## src/rtl/neuron_pkg.sv

```systemverilog
// neuron_pkg: shared types and helpers for the neuron_mac engine.
//   state_t   - controller states
//   SAT_MIN/SAT_MAX - signed 16-bit clamp bounds
//   clamp16   - saturate a wide signed sum to 16 bits, reporting whether it clipped
//   lut_addr  - map a clamped sum to an offset-binary LUT address of addr_w bits
package neuron_pkg;

    typedef enum logic [2:0] {
        StIdle,
        StAccum,
        StSat,
        StLut,
        StOut
    } state_t;

    localparam int SAT_MIN = -32768;
    localparam int SAT_MAX = 32767;

    typedef struct packed {
        logic               sat;
        logic signed [15:0] val;
    } clamp_t;

    // Callers sign-extend their accumulator to 64 bits, so ACC_W must not exceed 64.
    function automatic clamp_t clamp16(input logic signed [63:0] v);
        clamp_t r;
        if (v > 64'(SAT_MAX)) begin
            r.sat = 1'b1;
            r.val = 16'(SAT_MAX);
        end else if (v < 64'(SAT_MIN)) begin
            r.sat = 1'b1;
            r.val = 16'(SAT_MIN);
        end else begin
            r.sat = 1'b0;
            r.val = v[15:0];
        end
        return r;
    endfunction

    // Adding 32768 to a 16-bit two's complement value is the same as flipping its MSB.
    function automatic logic [15:0] lut_addr(input logic signed [15:0] sum,
                                             input int unsigned addr_w);
        logic [15:0] ob;
        ob = {~sum[15], sum[14:0]};
        return ob >> (16 - addr_w);
    endfunction

endpackage

```

## src/rtl/sigmoid_lut.sv

```systemverilog
// sigmoid_lut: synchronous ROM, 2^ADDR_W words of OUT_W bits, one cycle read latency.
//   clk  - clock
//   addr - read address, sampled on the rising edge
//   q    - registered ROM word
// Contents are a linear ramp (addr scaled to OUT_W), computed in place.
module sigmoid_lut #(
    parameter int unsigned ADDR_W   = 12,
    parameter int unsigned OUT_W    = 8,
    parameter string       LUT_FILE = "sigmoid.hex"
) (
    input  logic              clk,
    input  logic [ADDR_W-1:0] addr,
    output logic [OUT_W-1:0]  q
);

    function automatic logic [OUT_W-1:0] ramp(input logic [ADDR_W-1:0] a);
        logic [31:0] w;
        w = 32'(a);
        if (ADDR_W >= OUT_W) w = w >> (ADDR_W - OUT_W);
        else                 w = w << (OUT_W - ADDR_W);
        return w[OUT_W-1:0];
    endfunction

    always_ff @(posedge clk) begin
        q <= ramp(addr);
    end

endmodule

```

## src/rtl/neuron_mac.sv

```systemverilog
// neuron_mac: single neuron, LANES time-shared multipliers, saturating sigmoid output.
//   clk, rst              - clock and synchronous active-high reset
//   in_valid / in_ready   - input vector handshake; in_data is N_IN unsigned activations
//   out_valid / out_ready - result handshake
//   out_data              - sigmoid activation from the LUT
//   out_sum               - pre-activation sum clamped to 16-bit signed
//   out_sat               - the clamp was active for this result
// Flow: IDLE -> ACCUM (BEATS cycles) -> SAT -> LUT -> OUT; one vector in flight.
module neuron_mac
    import neuron_pkg::*;
#(
    parameter int unsigned N_IN              = 49,
    parameter int unsigned LANES             = 7,
    parameter int unsigned IN_W              = 8,
    parameter int unsigned W_W               = 16,
    parameter int unsigned ACC_W             = 32,
    parameter int          WEIGHTS [N_IN-1:0] = '{default: 1},
    parameter int          BIAS              = 0,
    parameter int unsigned ADDR_W            = 12,
    parameter int unsigned OUT_W             = 8,
    parameter string       LUT_FILE          = "sigmoid.hex"
) (
    input  logic                    clk,
    input  logic                    rst,
    input  logic                    in_valid,
    output logic                    in_ready,
    input  logic [IN_W-1:0]         in_data [N_IN-1:0],
    output logic                    out_valid,
    input  logic                    out_ready,
    output logic [OUT_W-1:0]        out_data,
    output logic signed [15:0]      out_sum,
    output logic                    out_sat
);

    localparam int unsigned BEATS  = (N_IN + LANES - 1) / LANES;
    localparam int unsigned BEAT_W = (BEATS > 1) ? $clog2(BEATS) : 1;
    localparam int unsigned IDX_W  = (N_IN > 1) ? $clog2(N_IN) : 1;

    state_t                    state_q, state_d;
    logic [BEAT_W-1:0]         beat_q, beat_d;
    logic signed [ACC_W-1:0]   acc_q, acc_d;
    logic signed [15:0]        out_sum_q, out_sum_d;
    logic                      out_sat_q, out_sat_d;
    logic [OUT_W-1:0]          out_data_q, out_data_d;
    logic [IN_W-1:0]           data_q [N_IN-1:0];
    logic                      load;

    logic [LANES-1:0][ACC_W-1:0] lane_prod;
    logic [ACC_W-1:0]            beat_sum;
    clamp_t                      clamp_now;
    logic [ADDR_W-1:0]           rom_addr;
    logic [OUT_W-1:0]            lut_q;

    // Padded lanes (index >= N_IN) are masked before indexing; the index is kept in range.
    function automatic logic [IDX_W-1:0] sel_idx(input int unsigned b, input int unsigned l);
        int unsigned i;
        i = b * LANES + l;
        return (i < N_IN) ? IDX_W'(i) : '0;
    endfunction

    for (genvar l = 0; l < LANES; l++) begin : g_lane
        logic signed [W_W-1:0]   w_sel;
        logic [IN_W-1:0]         x_sel;
        logic signed [ACC_W-1:0] prod;

        always_comb begin
            w_sel = '0;
            x_sel = '0;
            for (int b = 0; b < BEATS; b++) begin
                if (beat_q == BEAT_W'(b) && (b * LANES + l) < N_IN) begin
                    w_sel = W_W'(WEIGHTS[sel_idx(b, l)]);
                    x_sel = data_q[sel_idx(b, l)];
                end
            end
        end

        // Signed weight times zero-extended activation.
        assign prod         = ACC_W'(w_sel) * ACC_W'($signed({1'b0, x_sel}));
        assign lane_prod[l] = prod;
    end

    always_comb begin
        beat_sum = '0;
        for (int l = 0; l < LANES; l++) begin
            beat_sum = beat_sum + lane_prod[l];
        end
    end

    // The ROM samples this address on the SAT->LUT edge, so out_data is ready entering OUT.
    assign clamp_now = clamp16(64'(acc_q));
    assign rom_addr  = ADDR_W'(lut_addr(clamp_now.val, ADDR_W));

    sigmoid_lut #(
        .ADDR_W   (ADDR_W),
        .OUT_W    (OUT_W),
        .LUT_FILE (LUT_FILE)
    ) u_lut (
        .clk  (clk),
        .addr (rom_addr),
        .q    (lut_q)
    );

    always_comb begin
        state_d    = state_q;
        beat_d     = beat_q;
        acc_d      = acc_q;
        out_sum_d  = out_sum_q;
        out_sat_d  = out_sat_q;
        out_data_d = out_data_q;
        load       = 1'b0;
        unique case (state_q)
            StIdle: begin
                if (in_valid) begin
                    load    = 1'b1;
                    acc_d   = ACC_W'(BIAS);
                    beat_d  = '0;
                    state_d = StAccum;
                end
            end
            StAccum: begin
                acc_d = acc_q + $signed(beat_sum);
                if (beat_q == BEAT_W'(BEATS - 1)) begin
                    state_d = StSat;
                end else begin
                    beat_d = beat_q + 1'b1;
                end
            end
            StSat: begin
                out_sum_d = clamp_now.val;
                out_sat_d = clamp_now.sat;
                state_d   = StLut;
            end
            StLut: begin
                out_data_d = lut_q;
                state_d    = StOut;
            end
            StOut: begin
                if (out_ready) state_d = StIdle;
            end
            default: state_d = StIdle;
        endcase
    end

    always_ff @(posedge clk) begin
        if (rst) begin
            state_q    <= StIdle;
            beat_q     <= '0;
            acc_q      <= '0;
            out_sum_q  <= '0;
            out_sat_q  <= 1'b0;
            out_data_q <= '0;
        end else begin
            state_q    <= state_d;
            beat_q     <= beat_d;
            acc_q      <= acc_d;
            out_sum_q  <= out_sum_d;
            out_sat_q  <= out_sat_d;
            out_data_q <= out_data_d;
        end
    end

    always_ff @(posedge clk) begin
        if (load) data_q <= in_data;
    end

    assign in_ready  = (state_q == StIdle) && !rst;
    assign out_valid = (state_q == StOut);
    assign out_data  = out_data_q;
    assign out_sum   = out_sum_q;
    assign out_sat   = out_sat_q;

endmodule

```

## config.mk

```make
export PLATFORM = sky130hd
export DESIGN_NAME = neuron_mac
export DESIGN_NICKNAME = d
export VERILOG_FILES = /design/src/rtl/neuron_pkg.sv /design/src/rtl/sigmoid_lut.sv /design/src/rtl/neuron_mac.sv
export SDC_FILE = /design/constraint.sdc
export NUM_CORES = 1
export LEC_CHECK = 0
export CAP_MARGIN = 20
export CORE_AREA = 2 2 215 322
export DETAILED_ROUTE_END_ITERATION = 7
export DIE_AREA = 0 0 217 324
export GPL_TIMING_DRIVEN = 0
export PLACE_DENSITY_LB_ADDON = 0.3
export REMOVE_ABC_BUFFERS = 1
export SLEW_MARGIN = 20
export SYNTH_ARGS = -nofsm -noshare
export SYNTH_HDL_FRONTEND = slang
export SYNTH_SLANG_ARGS = --single-unit
export TNS_END_PERCENT = 20
```

## constraint.sdc

```tcl
create_clock -name clk -period 9.4 [get_ports clk]
set_input_delay 0.94 -clock clk [delete_from_list [all_inputs] [get_ports clk]]
set_output_delay 0.94 -clock clk [all_outputs]
set_load 0.05 [all_outputs]
```

==> flow_summary.json, run 1 <==
{
  "crit_type": "flop to flop",
  "synth_flop_cell": "edfxtp_1",
  "grt_setup_unrepaired": "false",
  "post-synth-top-count-cell": "edfxtp_1",
  "antenna_found_initial": 17,
  "place_area_um2": 25600,
  "setup_violations": 0,
  "die_h_um": 324,
  "ir_worst_vdd_v": 0.000320,
  "tightest_slew_ns": 0.911,
  "gp_congestion": 0.777,
  "fp.coreArea_um2": 67600,
  "via_count": 13800,
  "grt_start_max_net_pins": 114,
  "whs_ns": 0.459,
  "cts_tree": "yes",
  "nets": 2417,
  "yosys_warnings": 0,
  "cts_buffers": 47,
  "grt_pass1_wl_mm": 87.1,
  "clk_pin_slew_worst_paths_ns": 0.07,
  "regToRegStartpoint": "beat_q[1]",
  "post-cts-setup-buffer-count": 0,
  "clockRootBuffer": "clkbuf_16",
  "drcViolationCount": 0,
  "first_global_vias": 14400,
  "cp-end-kind": "flop",
  "ys_types": 57,
  "synth_top_area_share_pct": 58.7,
  "htree_levels": 2,
  "crit_required_ns": 9.87,
  "final_area_um2": 27200,
  "cp_max_fo": 10,
  "clock_path_buffers": 3,
  "post-route-util_pct": 40.1,
  "area_growth_pct": 35.5,
  "cp.arrival_ns": 9.16,
  "whs_path_depth": 2,
  "ant_nets": 0,
  "initial_core_util_pct": 29.6,
  "reg2reg_to": "acc_q[31]",
  "synth_top_area_cell": "edfxtp_1",
  "rr_worst_depth": 29,
  "min_period_ns": 8.69,
  "synthTopCellsByArea": "edfxtp_1, dfxtp_1, fa_1, a21oi_1, ha_1",
  "grt.overflow.total": 0,
  "synth-seq-area-share_pct": 65.8,
  "drive_gt1_share_pct": 6.16,
  "syn_area_per_cell_um2": 13.3,
  "dp_hpwl_mm": 44.1,
  "leakagePower_nw": 9.50,
  "synth_area_um2": 20000,
  "rows": 117,
  "hold_class": "flop to flop",
  "clk_latency_ns": 0.59,
  "crit_path_top_delay_cell": "fa_1",
  "finClkSkew_ns": 0.0189,
  "worst_setup_path_start_kind": "flop",
  "hold_path_startpoint": "out_sum[5]",
  "ys_ff_latch": 463,
  "synth-async-reset-ratio_pct": 0,
  "hold_end": "out_sum[5]",
  "fin_crit_sh_pct": 92.5,
  "synth_edf_count": 392,
  "slew_violations": 0,
  "routed_wl_mm": 60.0,
  "status": "completed",
  "netlist_top_cells_count": "edfxtp_1, a21oi_1, nor2_1",
  "cp_common_cell": "fa_1",
  "postSynthCellCount": 1511,
  "cellPowerDensity_nw_per_um2": 272,
  "vias_per_cell": 4.84,
  "dr.pass1.iters": 5,
  "cts_sinks": 463,
  "worst_path_largest_cell_delay_ns": 0.56,
  "cap_violations": 0,
  "relSlewSlack_pct": 39.1,
  "hold_buffers": 0,
  "drt-initial-drc-count": 823,
  "r2r_setup_slack_ns": 0.71,
  "wl_per_cell_um": 21.0,
  "die-width_um": 217,
  "io_pins": 423,
  "track_usage_pct": 16.6,
  "die-area_um2": 70300,
  "timing_hold_violations_final": 0,
  "fmax_mhz": 115,
  "cts_resized": 0,
  "numPortBuffers": 422
}
-- metrics by stage --
stage	instances	setup TNS (ns)	worst slack, ns	power (mW)
after floorplan	1411	-9.17	-0.599	4.75
after global placement	2725	-214.25	-7.43	5.65
after detailed placement	2754	0	0.235	5.68
after CTS	2839	0	0.206	7.53
after global routing	2855	0	0.177	8.04
final	2855	0	0.706	7.38
-- how the worst max path moves through the flow --
| stage | start | end | slack [ns] | depth (start not counted) |
|---|---|---|---|---|
| after global routing | beat_q[1] | acc_q[31] | 0.18 | 29 |
| after CTS | beat_q[1] | acc_q[26] | 0.21 | 29 |
| after detailed placement | beat_q[1] | acc_q[26] | 0.23 | 29 |
| final | beat_q[1] | acc_q[31] | 0.71 | 29 |
| after global placement | beat_q[1] | acc_q[26] | -7.43 | 25 |
| after floorplan | beat_q[1] | acc_q[25] | -0.60 | 25 |
-- layer usage --
metal	vias to the layer above	routed length, µm	part of all wire, %	track usage [%]
met1	6798	22300	37	18.3
li1	6498	-	-	-
met4	2	2050	3.4	7.61
met2	418	32700	54	30.9
met3	91	2930	4.9	2.97
met5	-	13	0.022	0
-- sequential cells by signal (all words and copies together), names as in the netlist --
register / cells
acc_q: 32
out_data: 8
beat_q: 3
out_sum: 16
out_sat: 1
u_lut.q: 8
data_q: 392
state_q: 3
-- worst max-delay path: cells and delay by family, from the launching register on --
kind	cells	cell delay [ns]
adder cells (fa/ha/maj)	9	4.02
flip-flops	1	0.38
AND/OR/NAND/NOR	1	0.44
AO/OA/AOI/OAI	10	2.50
buffers and inverters	9	1.22
-- cells by family (layout without fill, tap and decap cells) --
group / count (synthesis) / count (layout) / share of synthesized area [%]
buffers and inverters: 201 / 637 / 3.83
XOR/XNOR: 7 / 7 / 0.306
multiplexers: 17 / 17 / 0.874
AND/OR/NAND/NOR: 316 / 316 / 6.84
flip-flops: 463 / 463 / 65.8
adder cells (fa/ha/maj): 110 / 110 / 8.63
AO/OA/AOI/OAI: 397 / 397 / 13.7
other: 0 / 16 / 0
-- area by class of cell --
| cell class | instances | area, µm² |
|---|---|---|
| inverters | 101 | 387 |
| fillers | 6370 | 40500 |
| repair buffers | 451 | 4800 |
| clock inverters | 25 | 191 |
| flip-flops and latches | 463 | 13200 |
| diodes | 16 | 40.0 |
| clock buffers | 60 | 1270 |
| well taps | 892 | 1120 |
| multi-input cells | 847 | 6150 |
-- power by group --
part | switching (mW) | leakage (nW) | internal, mW
Sequential | 0.0394 | 4.31 | 2.37
Clock | 0.809 | 0.699 | 1.01
Combinational | 1.76 | 4.50 | 1.40
Total | 2.61 | 9.50 | 4.78
-- placed cells by master (no fill, tap or decap), types with 14 or more instances in the layout --
master / n
o311ai_1: 52
diode_2: 16
clkdlybuf4s50_1: 421
edfxtp_1: 392
nor2_1: 146
dfxtp_1: 71
nand2_1: 101
a21oi_1: 161
inv_1: 100
a221oi_1: 56
fa_1: 47
clkbuf_16: 49
buf_16: 14
ha_1: 62
o211ai_1: 77
No activity file was read; power rests on OpenSTA's default activity.
==> inputs of run 2 (changes only) <==
--- a/config.mk
+++ b/config.mk
@@ -7,6 +7,7 @@
 export LEC_CHECK = 0
 export CAP_MARGIN = 20
 export CORE_AREA = 2 2 215 322
+export CTS_BUF_LIST = sky130_fd_sc_hd__clkbuf_8
 export DETAILED_ROUTE_END_ITERATION = 7
 export DIE_AREA = 0 0 217 324
 export GPL_TIMING_DRIVEN = 0
==> run 2 against run 1 <==
  * Non-clock buffer count is the same
  * Power fell by 1.4%
  * Sequential share of layout area about the same
  * Sequential power is essentially flat
  * Largest power group unchanged
  * Combinational power hardly changed
  * Register-to-register slack about the same
  * Via count is 0.59% higher
  * Cell count rose by 1.7%
  * Critical endpoint is now acc_q[25]
  * Die area unchanged
==> flow_summary.json, run 2 (synthesis gave the netlist of run 1 again) <==
{
  "via_count": 13900,
  "ir_worst_vdd_v": 0.000335,
  "cts_resized": 0,
  "min_period_ns": 8.69,
  "layout.cells.most_common": "clkdlybuf4s50_1",
  "clockRootBuffer": "clkbuf_8",
  "cellPowerDensity_nw_per_um2": 268,
  "slew_violations": 0,
  "drcViolationCount": 0,
  "track_usage_pct": 16.9,
  "vias_per_cell": 4.78,
  "grt_setup_unrepaired": "false",
  "fp.coreArea_um2": 67600,
  "hold_buffers": 0,
  "first_global_vias": 14700,
  "grt_start_max_net_pins": 114,
  "dp_hpwl_mm": 44.1,
  "die-area_um2": 70300,
  "cp.arrival_ns": 9.27,
  "final_area_um2": 27100,
  "final_cell_mix": "clkdlybuf4s50_1, edfxtp_1, a21oi_1, nor2_1, inv_1",
  "worst_path_largest_cell_delay_ns": 0.56,
  "grt.overflow.total": 0,
  "status": "completed",
  "finClkSkew_ns": 0.0328,
  "fin_crit_sh_pct": 92.5,
  "tightest_slew_ns": 0.941,
  "post-route-util_pct": 40.1,
  "clk_latency_ns": 0.66,
  "whs_ns": 0.460,
  "cp-end-kind": "flop",
  "clock_path_buffers": 3,
  "fill_cells": 6413,
  "place_area_um2": 25600,
  "dp.cells": 2754,
  "relSlewSlack_pct": 37.1,
  "worst_setup_path_start_kind": "flop",
  "initial_core_util_pct": 29.6,
  "drt-initial-drc-count": 795,
  "antenna_found_initial": 16,
  "regMostFlops": "data_q",
  "drive_gt1_share_pct": 7.52,
  "nets": 2446,
  "die_h_um": 324,
  "grt_pass1_wl_mm": 88.0,
  "cts_buffers": 76,
  "rows": 117,
  "crit_type": "flop to flop",
  "post-cts-setup-buffer-count": 0,
  "wl_per_cell_um": 20.8,
  "cp_common_cell": "fa_1",
  "io_pins": 423,
  "dr.pass1.iters": 5,
  "fmax_mhz": 115,
  "largest_register_ff_count": 392,
  "instances_no_fill": 2903,
  "gp_congestion": 0.777,
  "hold_class": "flop to flop",
  "area_growth_pct": 35.4,
  "numPortBuffers": 422,
  "cap_violations": 0,
  "cp_max_fo": 10,
  "htree_levels": 3,
  "cts_sinks": 463,
  "clk_pin_slew_worst_paths_ns": 0.06,
  "crit_path_top_delay_cell": "fa_1",
  "setup_violations": 0,
  "die-width_um": 217,
  "crit_required_ns": 9.98,
  "timing_hold_violations_final": 0,
  "leakagePower_nw": 9.61,
  "routed_wl_mm": 60.3,
  "cts_tree": "yes",
  "ant_nets": 0
}
==> run 2: final timing paths <==
kind	start	endpoint	slack, ns	depth (start not counted)
max	beat_q[1]	acc_q[25]	0.71	29
min	out_sum[5]	out_sum[5]	0.46	2
min reg2reg	out_sum[5]	out_sum[5]	0.46	2
max reg2reg	beat_q[1]	acc_q[25]	0.71	29
==> run 2: per-layer routing <==
| metal | track usage (%) | routed length (µm) | vias to the layer above |
|---|---|---|---|
| li1 | - | - | 6567 |
| met1 | 18.0 | 21800 | 6755 |
| met2 | 31.1 | 32800 | 446 |
| met3 | 3.57 | 3260 | 119 |
| met4 | 8.98 | 2490 | 2 |
| met5 | 0 | 13 | - |
==> run 2: final cells by class <==
cell class / count / area (µm²) / area share, %
Inverter: 101 / 387 / 1.43
Clock inverter: 54 / 335 / 1.24
Clock buffer: 80 / 1100 / 4.06
Tap cell: 892 / 1120 / 4.11
Timing Repair Buffer: 451 / 4800 / 17.7
Sequential cell: 463 / 13200 / 48.6
Multi-Input combinational cell: 847 / 6150 / 22.7
Antenna cell: 15 / 37.5 / 0.138
==> run 2: stage by stage <==
step / setup WS [ns] / power (mW) / setup TNS (ns)
floorplan: -0.599 / 4.75 / -9.17
global placement: -7.43 / 5.65 / -214.25
detailed placement: 0.235 / 5.68 / 0
CTS: 0.197 / 7.43 / 0
global route: 0.185 / 7.95 / 0
finish: 0.708 / 7.28 / 0
==> run 2: power breakdown <==
| part | switching (mW) | internal (mW) | leakage [nW] |
|---|---|---|---|
| Sequential | 0.0392 | 2.37 | 4.31 |
| Combinational | 1.76 | 1.40 | 4.50 |
| Clock | 0.817 | 0.896 | 0.812 |
==> run 2: worst max-delay path: cells and delay by family, from the launching register on <==
family / cells / cell delay (ns)
and+or+nand+nor: 2 / 0.57
DFF: 1 / 0.38
buffers and inverters: 9 / 1.21
muxes: 1 / 0.38
adders and majority gates: 9 / 4.02
AOI/OAI and AO/OA: 8 / 2.03
==> inputs of run 3 (changes only) <==
--- a/config.mk
+++ b/config.mk
@@ -7,7 +7,7 @@
 export LEC_CHECK = 0
 export CAP_MARGIN = 20
 export CORE_AREA = 2 2 215 322
-export CTS_BUF_LIST = sky130_fd_sc_hd__clkbuf_8
+export CTS_CLUSTER_DIAMETER = 200
 export DETAILED_ROUTE_END_ITERATION = 7
 export DIE_AREA = 0 0 217 324
 export GPL_TIMING_DRIVEN = 0
==> results of run 3 <==
Same layout as run 1: the final DEF is identical, and so are final timing and power.
